[src/rtl/control_identificador_bcd.sv]
// control_identificador_bcd: round-robin identifier mux sequencer with double-dabble BCD conversion; BCD_SATURACION_EN clamps words above 999.
module control_identificador_bcd #(
  parameter int ANCHO   = 10,
  parameter int DIGITOS = 4
) (
  input  logic                   clk,
  input  logic                   reset,
  input  logic                   req_det,
  input  logic                   req_ref,
  input  logic [ANCHO-1:0]       dato_mux,
  output logic                   selc,
  output logic                   ack_det,
  output logic                   ack_ref,
  output logic                   ocupado,
  output logic [4*DIGITOS-1:0]   bcd,
  output logic                   bcd_valido,
  output logic                   id_fuente,
  output logic                   sobre_rango
);
  localparam int BW = 4*DIGITOS;
  localparam int CW = $clog2(ANCHO);
  typedef enum logic [1:0] {REPOSO, CAPTURA, CONVIERTE, LISTO} estado_t;
`ifdef BCD_SATURACION_EN
  localparam logic [ANCHO-1:0] SAT = ANCHO'(10**(DIGITOS-1)-1);
`endif
  estado_t           estado_q, estado_d;
  logic              selc_q, selc_d, ptr_q, ptr_d;
  logic              ack_det_q, ack_det_d, ack_ref_q, ack_ref_d, ocupado_q;
  logic [ANCHO-1:0]  bin_q, bin_d;
  logic [BW-1:0]     acc_q, acc_d, adj, bcd_q, bcd_d;
  logic [CW-1:0]     cnt_q, cnt_d;
  logic              valido_q, valido_d, id_q, id_d;
  logic [BW+ANCHO-1:0] sh;
  logic              gnt_det, gnt_ref, fin;
  // ptr_q high means the determined-value source wins a tie
  assign gnt_det = req_det & (~req_ref | ptr_q);
  assign gnt_ref = req_ref & ~gnt_det;
  assign fin = (estado_q == CONVIERTE) && (cnt_q == CW'(ANCHO-1));
  assign sh = {adj, bin_q} << 1;
  always_comb begin
    adj = acc_q;
    for (int i = 0; i < DIGITOS; i++)
      if (acc_q[4*i+:4] >= 4'd5) adj[4*i+:4] = acc_q[4*i+:4] + 4'd3;
  end
  always_comb begin
    estado_d  = estado_q;
    selc_d    = selc_q;
    ptr_d     = ptr_q;
    ack_det_d = 1'b0;
    ack_ref_d = 1'b0;
    bin_d     = bin_q;
    acc_d     = acc_q;
    cnt_d     = cnt_q;
    bcd_d     = bcd_q;
    valido_d  = 1'b0;
    id_d      = id_q;
    case (estado_q)
      REPOSO: if (gnt_det | gnt_ref) begin
        estado_d  = CAPTURA;
        selc_d    = gnt_det;
        ptr_d     = gnt_ref;
        ack_det_d = gnt_det;
        ack_ref_d = gnt_ref;
      end
      CAPTURA: begin
`ifdef BCD_SATURACION_EN
        bin_d = (dato_mux > SAT) ? SAT : dato_mux;
`else
        bin_d = dato_mux;
`endif
        acc_d    = '0;
        cnt_d    = '0;
        estado_d = CONVIERTE;
      end
      CONVIERTE: begin
        acc_d = sh[BW+ANCHO-1:ANCHO];
        bin_d = sh[ANCHO-1:0];
        cnt_d = cnt_q + 1'b1;
        if (fin) begin
          estado_d = LISTO;
          bcd_d    = sh[BW+ANCHO-1:ANCHO];
          valido_d = 1'b1;
          id_d     = selc_q;
        end
      end
      default: estado_d = REPOSO;
    endcase
  end
  always_ff @(posedge clk) begin
    if (reset) begin
      estado_q  <= REPOSO;
      selc_q    <= 1'b0;
      ptr_q     <= 1'b1;
      ack_det_q <= 1'b0;
      ack_ref_q <= 1'b0;
      ocupado_q <= 1'b0;
      bin_q     <= '0;
      acc_q     <= '0;
      cnt_q     <= '0;
      bcd_q     <= '0;
      valido_q  <= 1'b0;
      id_q      <= 1'b0;
    end else begin
      estado_q  <= estado_d;
      selc_q    <= selc_d;
      ptr_q     <= ptr_d;
      ack_det_q <= ack_det_d;
      ack_ref_q <= ack_ref_d;
      ocupado_q <= estado_d != REPOSO;
      bin_q     <= bin_d;
      acc_q     <= acc_d;
      cnt_q     <= cnt_d;
      bcd_q     <= bcd_d;
      valido_q  <= valido_d;
      id_q      <= id_d;
    end
  end
`ifdef BCD_SATURACION_EN
  logic ovr_q, sobre_q;
  always_ff @(posedge clk) begin
    if (reset) begin
      ovr_q   <= 1'b0;
      sobre_q <= 1'b0;
    end else begin
      if (estado_q == CAPTURA) ovr_q <= dato_mux > SAT;
      if (fin) sobre_q <= ovr_q;
    end
  end
  assign sobre_rango = sobre_q;
`else
  assign sobre_rango = 1'b0;
`endif
  assign selc       = selc_q;
  assign ack_det    = ack_det_q;
  assign ack_ref    = ack_ref_q;
  assign ocupado    = ocupado_q;
  assign bcd        = bcd_q;
  assign bcd_valido = valido_q;
  assign id_fuente  = id_q;
endmodule

[config.mk]
export PLATFORM = sky130hd
export DESIGN_NAME = control_identificador_bcd
export DESIGN_NICKNAME = d
export VERILOG_FILES = /design/src/rtl/control_identificador_bcd.sv
export SDC_FILE = /design/constraint.sdc
export NUM_CORES = 1
export LEC_CHECK = 0
export ABC_CLOCK_PERIOD_IN_PS = 1900
export CAP_MARGIN = 20
export CORE_MARGIN = 10
export CORE_UTILIZATION = 35
export CTS_BUF_LIST = sky130_fd_sc_hd__clkbuf_8
export CTS_CLUSTER_DIAMETER = 120
export CTS_CLUSTER_SIZE = 14
export DETAILED_ROUTE_END_ITERATION = 8
export SETUP_SLACK_MARGIN = 0.2
export SLEW_MARGIN = 25
export SYNTH_ARGS = -nofsm -noshare
export SYNTH_HDL_FRONTEND = slang
export SYNTH_SLANG_ARGS = --single-unit
export TNS_END_PERCENT = 5
[constraint.sdc]
create_clock -name clk -period 1.9 [get_ports clk]
set_input_delay 0.57 -clock clk [delete_from_list [all_inputs] [get_ports clk]]
set_output_delay 0.57 -clock clk [all_outputs]
set_load 0.005 [all_outputs]
---- Yosys cells after proc, flatten, opt, wreduce, memory -nomap -nowiden ----
Index checks and enable logic that the tools add are counted.
word-level totals
  register bits after elaboration ......... 55
  bits of input ports ..................... 14
  output and inout bits ................... 23
  logic and storage cells ................. 52
operators by class
  add/subtract/negate cells ............... 5
  magnitude comparators ................... 4
  equal/unequal tests ..................... 3
  muxes and demuxes ....................... 11
  bitwise gates (word level) .............. 9
  reductions and logical operators ........ 8
operator list
  kind                 count
  $pmux 16 s2          1
  $pmux 10 s2          1
  $ge 4x3->1 const B   4
  $add 4x2->4 const B  3
  $mux 4               3
  $pmux 4 s2           1
  $pmux 2 s3           1
  $not 1->1            5
  $add 4x1->4 const B  1
  $eq 4x4->1 const B   1
  $mux 2               2
  $reduce_and 2->1     2
  $reduce_bool 2->1    2
  $add 3x2->3 const B  1
  $mux 3               1
  $reduce_or 3->1      1
  $and 1x1->1          2
  $eq 2x1->1 const B   1
  $eq 2x2->1 const B   1
  $logic_not 2->1      1
  $or 1x1->1           2
  $reduce_or 2->1      1
  $logic_and 1x1->1    1
  $mux 1               1

---- Logic depth before layout (Yosys ltp) ----
Gate-level depths: netlist of run 1.
  depth in word-level cells ............... 9
  depth in mapped cells ................... 8
  gate-level depth less buffers ........... 6

---- Least setup slack after synthesis of run 1 ----
OpenSTA, ideal clock, no wires.
  kind .................................... flip-flop to flip-flop
  start ................................... register estado_q[0]
  end ..................................... register bcd_q[10] (netlist: bcd[10])
  library setup time ...................... 114 ps
  arrival time ............................ 1340 ps
  data required time ...................... 1786 ps
  path slack .............................. 446 ps
  cell stages (with the launch flop) ...... 9
  buffers on the path ..................... 2
  clock period less this slack ............ 1454 ps
  path through ............................ dfxtp_1 inv_1 ha_1 buf_4 and4b_1 buf_4 nand2b_1 inv_1 a21o_1
between the ends
  cells in the longest elaborated chain, start to end .. 3
ends and longest elaborated chain
  item                            line    RTL
  start: declaration              26      estado_t estado_q, estado_d;
  start signal: assignment        104     estado_q <= estado_d;
  $eq 2x2->1 (*)                  38, 57
  $logic_and 1x1->1               38      assign fin = (estado_q == CONVIERTE) && (cnt_q == CW'(ANCHO-1));
  $reduce_and 2->1 (no line) (*)  n/a
  end signal: assignment          100     bcd_q <= '0;
  end signal: assignment          113     bcd_q <= bcd_d;
  end: declaration                30      logic [BW-1:0] acc_q, acc_d, adj, bcd_q, bcd_d;
Every way passes the cells marked *; elsewhere a longest branch is shown, timed or not.
A chain may end at the register's enable or synchronous reset.

---- Worst setup path in the final report of run 1 ----
  start ................................... register bcd_q[2] (netlist: bcd[2])
  end ..................................... output bcd[2]
RTL lines
  item              line  RTL
  end: declaration  15    output logic [4*DIGITOS-1:0] bcd,
No word-level cell between the ends.

==> impl_metrics.env, run 1 <==
export IMPL_antenna_found_initial=0
export IMPL_synthDistinctLibCells=37
export IMPL_synth_warning_count=0
export IMPL_worstHoldStart="bcd[0]"
export IMPL_ys_ff_latch=55
export IMPL_clkSinkCount=55
export IMPL_finalCriticalPeriod_ns=1.74
export IMPL_total_power_w=0.00287
export IMPL_avgSynthCellArea_um2=9.13
export IMPL_fill_cells=695
export IMPL_critical_path_top_delay_family="buffers and inverters"
export IMPL_yosys_area_top_type_share_pct=44.2
export IMPL_synthToLayoutAreaGrowth_pct=22.9
export IMPL_cts_max_level=2
export IMPL_yosys_top_cells_area="dfxtp_1 (44%), ha_1 (6.5%), mux2i_1 (4.8%), nor2_1 (4.7%), a211oi_1 (4.5%)"
export IMPL_routedWlPerCell_um=13.1
export IMPL_p_leak_nw=1.21
export IMPL_p_seq_share_pct=48.9
export IMPL_pwr_share_clk_pct=21.9
export IMPL_rows=30
export IMPL_seq_area_frac_synth_pct=44.2
export IMPL_final_common_cell="dfxtp_1"
export IMPL_clock_skew_ns=0.00967
export IMPL_power_density_nw_per_um2=936
export IMPL_synth_cells=273
export IMPL_grt_setup_unrepaired="true"
export IMPL_syn_nets=300
export IMPL_r2r_cells=6
export IMPL_cts_tree="done"
export IMPL_hold_class="reg2reg"
export IMPL_drt_pass1_iter_count=4
export IMPL_initial_core_util_pct=36.3
export IMPL_fp_dieW_um=104
export IMPL_dieArea_um2=10900
export IMPL_ir_worst_vdd_mv=0.505
export IMPL_drt_first_iter_violations=42
export IMPL_grt_pass1_vias=1947
export IMPL_period_share_pct=91.8
export IMPL_drive_gt1_share_pct=10.2
export IMPL_cp_num_cells=1
export IMPL_hpwl_mm=4.02
export IMPL_grt_max_degree=23
export IMPL_globalplace_congestion=0.792
export IMPL_async_flop_share_pct=0
export IMPL_final_setup_tns_ns=0
export IMPL_critPathLaunch="bcd[2]"
export IMPL_holdBufCountCts=0
export IMPL_dieHeight_um=104
export IMPL_vias=2023
export IMPL_reg2reg_slack_ns=0.28
export IMPL_worstPathArrival_ns=1.17
export IMPL_switching_power_w=0.000942
export IMPL_clk_latency_ns=0.31
export IMPL_cts_setup_buffers=0
export IMPL_worstSetupPathType="reg2out"
export IMPL_pwr_share_comb_pct=29.2
export IMPL_netlist_area_um2=2490
export IMPL_slowest_delay_ns=0.52
export IMPL_rr_startpoint="acc_q[1]"
export IMPL_report_final_setup_viol=0
export IMPL_hold_viol=0
export IMPL_globalRoute_totalOverflow=0
export IMPL_port_buffers=35
export IMPL_worstReg2RegEnd="acc_q[2]"
export IMPL_cp_max_fo=2
export IMPL_crit_end="bcd[2]"
export IMPL_drv_slew=0
export IMPL_drc=0
export IMPL_cp_start_kind="flop"
export IMPL_ys_flop_type="dfxtp_1"
export IMPL_endpoint_kind="primary output"
export IMPL_regArea_um2=1100
export IMPL_critPathRequiredTime_ns=1.33
export IMPL_synth_edf_count=0
export IMPL_multiInputGateArea_um2=1260
export IMPL_clk_path_buf_depth=2
export IMPL_layout_common_cells="dfxtp_1 (54), clkdlybuf4s50_1 (32), nor2_1 (29), nand2_1 (20), inv_1 (17)"
export IMPL_grt_pass1_wl_mm=9.27
export IMPL_ios=37
export IMPL_viasPerCell=4.93
export IMPL_slowest_stage="clkdlybuf4s50_1"
export IMPL_fmaxAchievable_mhz=573
export IMPL_synth_top_cell_by_area="dfxtp_1"
export IMPL_core_area_um2=6870
export IMPL_swShare_pct=32.9
export IMPL_path_buf_inv=1
export IMPL_cts_buffers=5
export IMPL_diodes=0
export IMPL_status="finished, final reports clean"
export IMPL_ctsRootBufferMaster="clkbuf_8"
export IMPL_path_cells="clkdlybuf4s50_1"
export IMPL_design_final_nets=340
export IMPL_intPower_w=0.00192
export IMPL_clk_pin_slew_worst_paths_ns=0.10
export IMPL_grt_usage_pct=9.97
export IMPL_drtAntennaViolNets=0
export IMPL_max_cap_violations=0
export IMPL_routed_wl_mm=5.35
-- power groups by stage --
| stage | Clock, W | Combinational [W] | Sequential, W |
|---|---|---|---|
| floorplan | 0 | 0.000621 | 0.00141 |
| global placement | 0 | 0.000822 | 0.00143 |
| detailed placement | 0 | 0.000830 | 0.00143 |
| CTS | 0.000648 | 0.000835 | 0.00140 |
| global route | 0.000688 | 0.000953 | 0.00142 |
| finish | 0.000627 | 0.000838 | 0.00140 |
-- cell type report --
class	instances	area share, %
clock buffers	5	2.25
flip-flops and latches	55	36.0
clock inverters	3	0.408
repair buffers	48	14.5
multi-input cells	188	41.1
well taps	96	3.92
inverters	15	1.84
-- cell families (layout without fill, tap and decap cells) --
family / Yosys count / in the layout / synth area share [%]
XOR/XNOR: 4 / 4 / 1.41
buffers and inverters: 30 / 71 / 5.72
AO/OA/AOI/OAI: 71 / 71 / 19.4
multiplexers: 13 / 13 / 5.27
other: 1 / 1 / 0.150
adder cells (fa/ha/maj): 13 / 13 / 6.53
flip-flops: 55 / 55 / 44.2
AND/OR/NAND/NOR: 86 / 86 / 17.4
-- routing by layer --
layer | track usage (%) | vias to the layer above | wire [µm]
met5 | 0 | - | 0
met3 | 2.73 | 4 | 229
met2 | 16.6 | 34 | 2500
met1 | 11.9 | 953 | 2570
li1 | - | 1032 | -
met4 | 3.58 | 0 | 57
-- how the worst min path moves through the flow --
stage	end	slack, ns	cells past startpoint
2_1_floorplan	acc_q[13]	0.43	2
3_3_place_gp	acc_q[13]	0.44	2
3_5_place_dp	id_fuente	0.45	2
4_1_cts	bcd[0]	0.47	2
5_1_grt	bin_q[0]	0.50	2
6_report	bcd[0]	0.46	2
-- state kept, by name (all words and copies together), names as in the netlist --
name	flops
bcd_valido	1
ptr_q	1
selc	1
acc_q	16
bcd	16
bin_q	10
ack_det	1
cnt_q	4
ocupado	1
id_fuente	1
estado_q	2
ack_ref	1
-- synth_stat cells (2+ instances only) --
| master | count |
|---|---|
| dfxtp_1 | 55 |
| nor2_1 | 31 |
| nand2_1 | 20 |
| a21oi_1 | 16 |
| a211oi_1 | 15 |
| inv_1 | 15 |
| o21ai_0 | 15 |
| ha_1 | 13 |
| nor3b_1 | 13 |
| mux2i_1 | 12 |
| a21o_1 | 6 |
| buf_2 | 6 |
| a22o_1 | 5 |
| nand2b_1 | 5 |
| nor3_1 | 5 |
| buf_4 | 4 |
| xnor2_1 | 4 |
| a211o_1 | 3 |
| a32oi_1 | 3 |
| buf_1 | 3 |
| o31ai_1 | 3 |
| a211oi_2 | 2 |
| nand3_1 | 2 |
| nand3b_1 | 2 |
| nor4_1 | 2 |
| or2_2 | 2 |
-- stage by stage --
step | instances | worst slack (ns) | hold WS (ns) | instance area, µm² | util [%]
floorplan | 273 | 0.446 | 0.425 | 2490 | -
global placement | 402 | 0.190 | 0.444 | 2970 | 43.2
detailed placement | 402 | 0.156 | 0.452 | 2970 | 43.2
CTS | 410 | 0.132 | 0.465 | 3050 | 44.4
global route | 410 | 0.113 | 0.497 | 3060 | 44.6
finish | 410 | 0.156 | 0.460 | 3060 | 44.6
-- what timing repair did --
action | 4_1_cts | 5_1_grt
gates resized for setup | 2 | 5
hold endpoints to repair | 0 | 0
setup endpoints to repair | 31 | 44
No activity file was read; power rests on OpenSTA's default activity.
==> run 2: changes to the inputs <==
--- a/config.mk
+++ b/config.mk
@@ -5,9 +5,10 @@
 export SDC_FILE = /design/constraint.sdc
 export NUM_CORES = 1
 export LEC_CHECK = 0
+export ABC_AREA = 1
 export ABC_CLOCK_PERIOD_IN_PS = 1900
 export CAP_MARGIN = 20
-export CORE_MARGIN = 10
+export CORE_MARGIN = 2
 export CORE_UTILIZATION = 35
 export CTS_BUF_LIST = sky130_fd_sc_hd__clkbuf_8
 export CTS_CLUSTER_DIAMETER = 120
==> run 2 against run 1 <==
- worst hold slack improved by 0.0088 ns
- largest cell class unchanged
- routed wire length increased by 2.7%
- via count increased by 16%
- clock-buffer cell count unchanged
- cell area increased by 6.6%
- area after synthesis increased by 8.5%
- critical endpoint is now bcd[6]
- utilization decreased by 1.7 points
==> impl_metrics.env, run 2 <==
export IMPL_grt_pass1_vias=2158
export IMPL_yosysMostFrequentCell="nand2_1"
export IMPL_synth_top_family_by_area="simple AND/OR/NAND/NOR gates"
export IMPL_grt_setup_unrepaired="true"
export IMPL_period_share_pct=91.2
export IMPL_ys_flop_type="dfxtp_1"
export IMPL_synth_edf_count=0
export IMPL_max_cap_violations=0
export IMPL_clk_path_buf_depth=2
export IMPL_path_cells="clkdlybuf4s50_1"
export IMPL_grt_pass1_wl_mm=9.42
export IMPL_final_common_cell="nand2_1"
export IMPL_cts_setup_buffers=0
export IMPL_holdBufCountCts=0
export IMPL_final_setup_tns_ns=0
export IMPL_synth_xor_area_share_pct=0
export IMPL_worstHoldStart="bin_q[0]"
export IMPL_port_buffers=35
export IMPL_p_leak_nw=1.45
export IMPL_synthAdderAreaFrac_pct=6.01
export IMPL_antenna_found_initial=0
export IMPL_ctsRootBufferMaster="clkbuf_8"
export IMPL_reg2reg_slack_ns=0.27
export IMPL_vias=2351
export IMPL_rr_startpoint="estado_q[0]"
export IMPL_dieArea_um2=8450
export IMPL_path_buf_inv=1
export IMPL_drtAntennaViolNets=0
export IMPL_hold_viol=0
export IMPL_seq_area_frac_synth_pct=40.7
export IMPL_fmaxAchievable_mhz=577
export IMPL_synthDistinctLibCells=30
export IMPL_worstPathArrival_ns=1.16
export IMPL_holdWs_ns=0.469
export IMPL_synthToLayoutAreaGrowth_pct=20.7
export IMPL_initial_core_util_pct=35.6
export IMPL_clk_latency_ns=0.31
export IMPL_muxShareOfSynthArea_pct=0.370
export IMPL_fin_cells=523
export IMPL_clkSinkCount=55
export IMPL_layout_common_cells="nand2_1 (103), inv_1 (53), dfxtp_1 (52), clkdlybuf4s50_1 (34), nor2_1 (30)"
export IMPL_hold_path_depth=2
export IMPL_grt_max_degree=28
export IMPL_drt_pass1_iter_count=4
export IMPL_viasPerCell=4.50
export IMPL_synth_compound_area_share_pct=11.5
export IMPL_worstReg2RegEnd="acc_q[12]"
export IMPL_cp_max_fo=2
export IMPL_syn_nets=410
export IMPL_cts_max_level=2
export IMPL_slowest_stage="clkdlybuf4s50_1"
export IMPL_globalRoute_totalOverflow=0
export IMPL_clk_pin_slew_worst_paths_ns=0.10
export IMPL_worstSetupPathType="reg2out"
export IMPL_cp_num_cells=1
export IMPL_synth_commonest_cells="nand2_1 (103), dfxtp_1 (55), inv_1 (53)"
export IMPL_status="finished, final reports clean"
export IMPL_avgSynthCellArea_um2=7.06
export IMPL_drc=0
export IMPL_drt_first_iter_violations=67
export IMPL_drv_slew=0
export IMPL_async_flop_share_pct=0
export IMPL_fill_cells=799
export IMPL_finalCriticalPeriod_ns=1.73
export IMPL_cp_start_kind="flop"
export IMPL_grt_usage_pct=13.5
export IMPL_endpoint_kind="primary output"
export IMPL_yosys_area_top_type_share_pct=40.7
export IMPL_slowest_delay_ns=0.50
export IMPL_routedWlPerCell_um=10.5
export IMPL_ys_ff_latch=55
export IMPL_dieHeight_um=91.9
export IMPL_clock_skew_ns=0.0100
export IMPL_critPathRequiredTime_ns=1.33
export IMPL_design_final_nets=447
export IMPL_globalplace_congestion=0.847
export IMPL_hpwl_mm=3.93
export IMPL_cts_resized=4
export IMPL_cts_buffers=5
export IMPL_drive_gt1_share_pct=9.26
export IMPL_min_to="bin_q[0]"
export IMPL_rows=32
export IMPL_cts_tree="done"
export IMPL_synth_cells=383
export IMPL_fp_dieW_um=91.9
export IMPL_diodes=0
export IMPL_dp_cells=515
export IMPL_ios=37
export IMPL_power_density_nw_per_um2=830
export IMPL_hold_class="reg2reg"
export IMPL_ir_worst_vdd_mv=0.531
export IMPL_report_final_setup_viol=0
export IMPL_total_power_w=0.00271
export IMPL_yosys_area_share_simple_pct=29.4
export IMPL_synth_top_cell_by_area="dfxtp_1"
export IMPL_netlist_area_um2=2710
export IMPL_r2r_cells=7
export IMPL_core_area_um2=7610
export IMPL_synth_warning_count=0
export IMPL_critical_path_top_delay_family="buffers and inverters"
export IMPL_routed_wl_mm=5.50
export IMPL_yosys_top_cells_area="dfxtp_1 (41%), nand2_1 (14%), inv_1 (7.4%), ha_1 (6.0%), a21oi_1 (5.4%)"
[run 2: cell types whose count changed after synthesis, sizes merged, moves of 7 or more]
cell,delta
nand2,+83
a21oi,+12
nand3,+27
a211oi,-17
mux2i,-11
nor2,+9
inv,+41
o21ai,+7
nand4,+9
nor3b,-13
[run 2: per-stage QoR]
stage	setup slack, ns	instance area [µm²]	util [%]
after floorplan	0.440	2710	-
after global placement	0.192	3170	41.6
after detailed placement	0.145	3170	41.6
after CTS	0.144	3260	42.8
after global routing	0.114	3260	42.9
final	0.168	3260	42.9
[run 2: layout make-up]
| class | instances | area (µm²) | area share [%] |
|---|---|---|---|
| repair buffers | 45 | 437 | 13.4 |
| well taps | 102 | 128 | 3.91 |
| multi-input cells | 256 | 1280 | 39.3 |
| clock inverters | 3 | 20.0 | 0.613 |
| clock buffers | 5 | 68.8 | 2.11 |
| flip-flops and latches | 55 | 1100 | 33.8 |
| inverters | 57 | 223 | 6.82 |
[run 2: kinds of logic after synthesis]
logic type / count (synthesis)
flops: 55
fa+ha+maj: 13
buf+inv: 72
compound gates: 57
mux: 1
other cells: 1
simple gates: 184
[run 2: worst max path at each step]
stage                startpoint  endpoint  slack [ns]
finish                   bcd[6]    bcd[6]        0.17
floorplan           estado_q[0]  cnt_q[0]        0.44
global route            bcd[14]   bcd[14]        0.11
detailed placement        reset      selc        0.14
global placement          reset      selc        0.19
CTS                     bcd[15]   bcd[15]        0.14
[run 2: tightest hold or removal path, cell delays in order, from the launching register on]
cell     delay [ns]
dfxtp_1        0.32
nand2_1        0.06
a21oi_1        0.05
[run 2: power by group]
part           leakage, nW  switching (W)  internal (W)
Clock               0.0402       0.000380      0.000257
Sequential           0.447      0.0000564       0.00126
Combinational        0.961       0.000454      0.000297
Total                 1.45       0.000890       0.00182
[run 2: per-layer routing]
| layer | vias up | share of wire [%] | track usage, % |
|---|---|---|---|
| li1 | 1281 | - | - |
| met5 | - | 0 | 0 |
| met2 | 41 | 46 | 23.3 |
| met3 | 6 | 3.4 | 2.71 |
| met4 | 0 | 1.1 | 3.73 |
| met1 | 1023 | 50 | 17.1 |
==> run 3: changes to the inputs <==
--- a/config.mk
+++ b/config.mk
@@ -6,14 +6,14 @@
 export NUM_CORES = 1
 export LEC_CHECK = 0
 export ABC_AREA = 1
-export ABC_CLOCK_PERIOD_IN_PS = 1900
+export ABC_CLOCK_PERIOD_IN_PS = 1810
 export CAP_MARGIN = 20
 export CORE_MARGIN = 2
 export CORE_UTILIZATION = 35
 export CTS_BUF_LIST = sky130_fd_sc_hd__clkbuf_8
 export CTS_CLUSTER_DIAMETER = 120
-export CTS_CLUSTER_SIZE = 14
 export DETAILED_ROUTE_END_ITERATION = 8
+export PLACE_DENSITY = 0.57
 export SETUP_SLACK_MARGIN = 0.2
 export SLEW_MARGIN = 25
 export SYNTH_ARGS = -nofsm -noshare
==> constraint.sdc (replaced) <==
create_clock -name clk -period 1.81 [get_ports clk]
set_input_delay 0.543 -clock clk [delete_from_list [all_inputs] [get_ports clk]]
set_output_delay 0.543 -clock clk [all_outputs]
set_load 0.005 [all_outputs]
==> run 3 against run 2 <==
- register-to-register slack worse by 0.07 ns
- critical endpoint is now bcd[3]
- die area unchanged
- sequential power up 5%
- largest power group unchanged
- global-route usage up 0.46 points
- critical path depth unchanged
- routed wire length up 3.3%
- worst setup slack worse by 0.054 ns
- non-clock buffer count up 3
==> impl_metrics.env, run 3 (synthesized netlist as in run 2, its figures left out) <==
export IMPL_worstHoldStart="acc_q[13]"
export IMPL_clock_skew_ns=0.00837
export IMPL_dr_max_layer_used="met4"
export IMPL_critPathLaunch="bcd[3]"
export IMPL_dieHeight_um=91.9
export IMPL_swShare_pct=33.0
export IMPL_final_common_cell="nand2_1"
export IMPL_switching_power_w=0.000938
export IMPL_final_setup_tns_ns=0
export IMPL_globalRoute_totalOverflow=0
export IMPL_period_share_pct=93.8
export IMPL_drt_pass1_iter_count=4
export IMPL_met2WireLength_mm=2.81
export IMPL_cp_max_fo=2
export IMPL_port_buffers=35
export IMPL_wirelength_met1_mm=2.66
export IMPL_max_cap_violations=0
export IMPL_clkSinkCount=55
export IMPL_routed_wl_mm=5.68
export IMPL_fill_cells=830
export IMPL_pwr_share_comb_pct=28.0
export IMPL_worstSetupPathType="reg2out"
export IMPL_slowest_stage="clkdlybuf4s50_1"
export IMPL_report_final_setup_viol=0
export IMPL_power_density_nw_per_um2=863
export IMPL_endpoint_kind="primary output"
export IMPL_cts_tree="done"
export IMPL_ir_worst_vdd_mv=0.512
export IMPL_hold_class="reg2reg"
export IMPL_intPower_w=0.00191
export IMPL_slowest_delay_ns=0.50
export IMPL_dieArea_um2=8450
export IMPL_fin_cells=526
export IMPL_drt_first_iter_violations=85
export IMPL_fmaxAchievable_mhz=589
export IMPL_critPathRequiredTime_ns=1.27
export IMPL_ios=37
export IMPL_holdWs_ns=0.468
export IMPL_drtAntennaViolNets=0
export IMPL_path_cells="clkdlybuf4s50_1"
export IMPL_routedWlPerCell_um=10.8
export IMPL_grt_setup_unrepaired="true"
export IMPL_clk_latency_ns=0.31
export IMPL_cts_buffers=5
export IMPL_ctsRootBufferMaster="clkbuf_8"
export IMPL_finalCriticalPeriod_ns=1.70
export IMPL_grt_max_degree=34
export IMPL_layout_common_cells="nand2_1 (103), inv_1 (54), dfxtp_1 (44), clkdlybuf4s50_1 (32), nor2_1 (30)"
export IMPL_rows=32
export IMPL_cts_max_level=2
export IMPL_globalplace_congestion=0.744
export IMPL_holdBufCountCts=0
export IMPL_drive_gt1_share_pct=11.6
export IMPL_rr_startpoint="estado_q[0]"
export IMPL_critical_path_top_delay_family="buffers and inverters"
export IMPL_viasPerCell=4.60
export IMPL_design_final_nets=450
export IMPL_dp_cells=516
export IMPL_synthToLayoutAreaGrowth_pct=21.9
export IMPL_pwr_share_clk_pct=23.3
export IMPL_grt_usage_pct=14.0
export IMPL_antenna_found_initial=0
export IMPL_cp_start_kind="flop"
export IMPL_clk_path_buf_depth=2
export IMPL_p_seq_share_pct=48.8
export IMPL_fp_dieW_um=91.9
export IMPL_status="finished, final reports clean"
export IMPL_path_buf_inv=1
export IMPL_hold_viol=0
export IMPL_grt_pass1_wl_mm=9.76
export IMPL_initial_core_util_pct=35.6
export IMPL_worstPathArrival_ns=1.15
export IMPL_grt_pass1_vias=2163
export IMPL_clk_pin_slew_worst_paths_ns=0.10
export IMPL_hpwl_mm=3.98
export IMPL_drc=0
export IMPL_p_leak_nw=1.51
export IMPL_wl_met3_um=156
export IMPL_vias=2422
export IMPL_core_area_um2=7610
export IMPL_diodes=0
export IMPL_drv_slew=0
==> run 3: tightest hold or removal path, stage by stage (launching register included) <==
cell	delay, ns
dfxtp_1	0.32
nand2_1	0.06
a21oi_1	0.05
==> run 3: stage by stage <==
stage                     cell area [µm²]  utilization [%]  setup slack (ns)  power, W
after CTS                            3270             43.0            0.0872   0.00288
after detailed placement             3170             41.7             0.143   0.00221
after global placement               3170             41.7             0.164   0.00221
after floorplan                      2710                -             0.350   0.00194
final                                3300             43.4             0.113   0.00285
after global routing                 3300             43.4            0.0661   0.00303
==> run 3: repair_timing <==
item	CTS	global route
buffers inserted	1	1
gates resized for setup	6	10
endpoints found under the setup margin	30	54
==> run 3: power by group through the flow <==
| stage | Combinational [W] | Clock [W] | Sequential, W |
|---|---|---|---|
| 3_3_place_gp | 0.000794 | 0 | 0.00141 |
| 4_1_cts | 0.000798 | 0.000695 | 0.00139 |
| 3_5_place_dp | 0.000795 | 0 | 0.00141 |
| 5_1_grt | 0.000893 | 0.000733 | 0.00140 |
| 2_1_floorplan | 0.000538 | 0 | 0.00140 |
| 6_report | 0.000796 | 0.000663 | 0.00139 |
==> run 3: area by class of cell <==
type / instances / area, µm² / area share (%)
inverters: 57 / 223 / 6.75
repair buffers: 48 / 464 / 14.1
well taps: 102 / 128 / 3.87
clock inverters: 3 / 16.3 / 0.493
flip-flops and latches: 55 / 1110 / 33.8
multi-input cells: 256 / 1280 / 38.9
clock buffers: 5 / 68.8 / 2.09
==> run 3: routing by layer <==
metal  up-vias  global-route usage [%]
met2        33                    25.0
met5         -                       0
li1       1288                       -
met3         5                    2.71
met1      1096                    17.2
met4         0                    3.36
==> run 3: final timing paths <==
path         depth (start not counted)  slack [ns]        end
min                                  2        0.47  acc_q[13]
max reg2reg                          6        0.20  acc_q[11]
min reg2reg                          2        0.47  acc_q[13]
max                                  1        0.11     bcd[3]
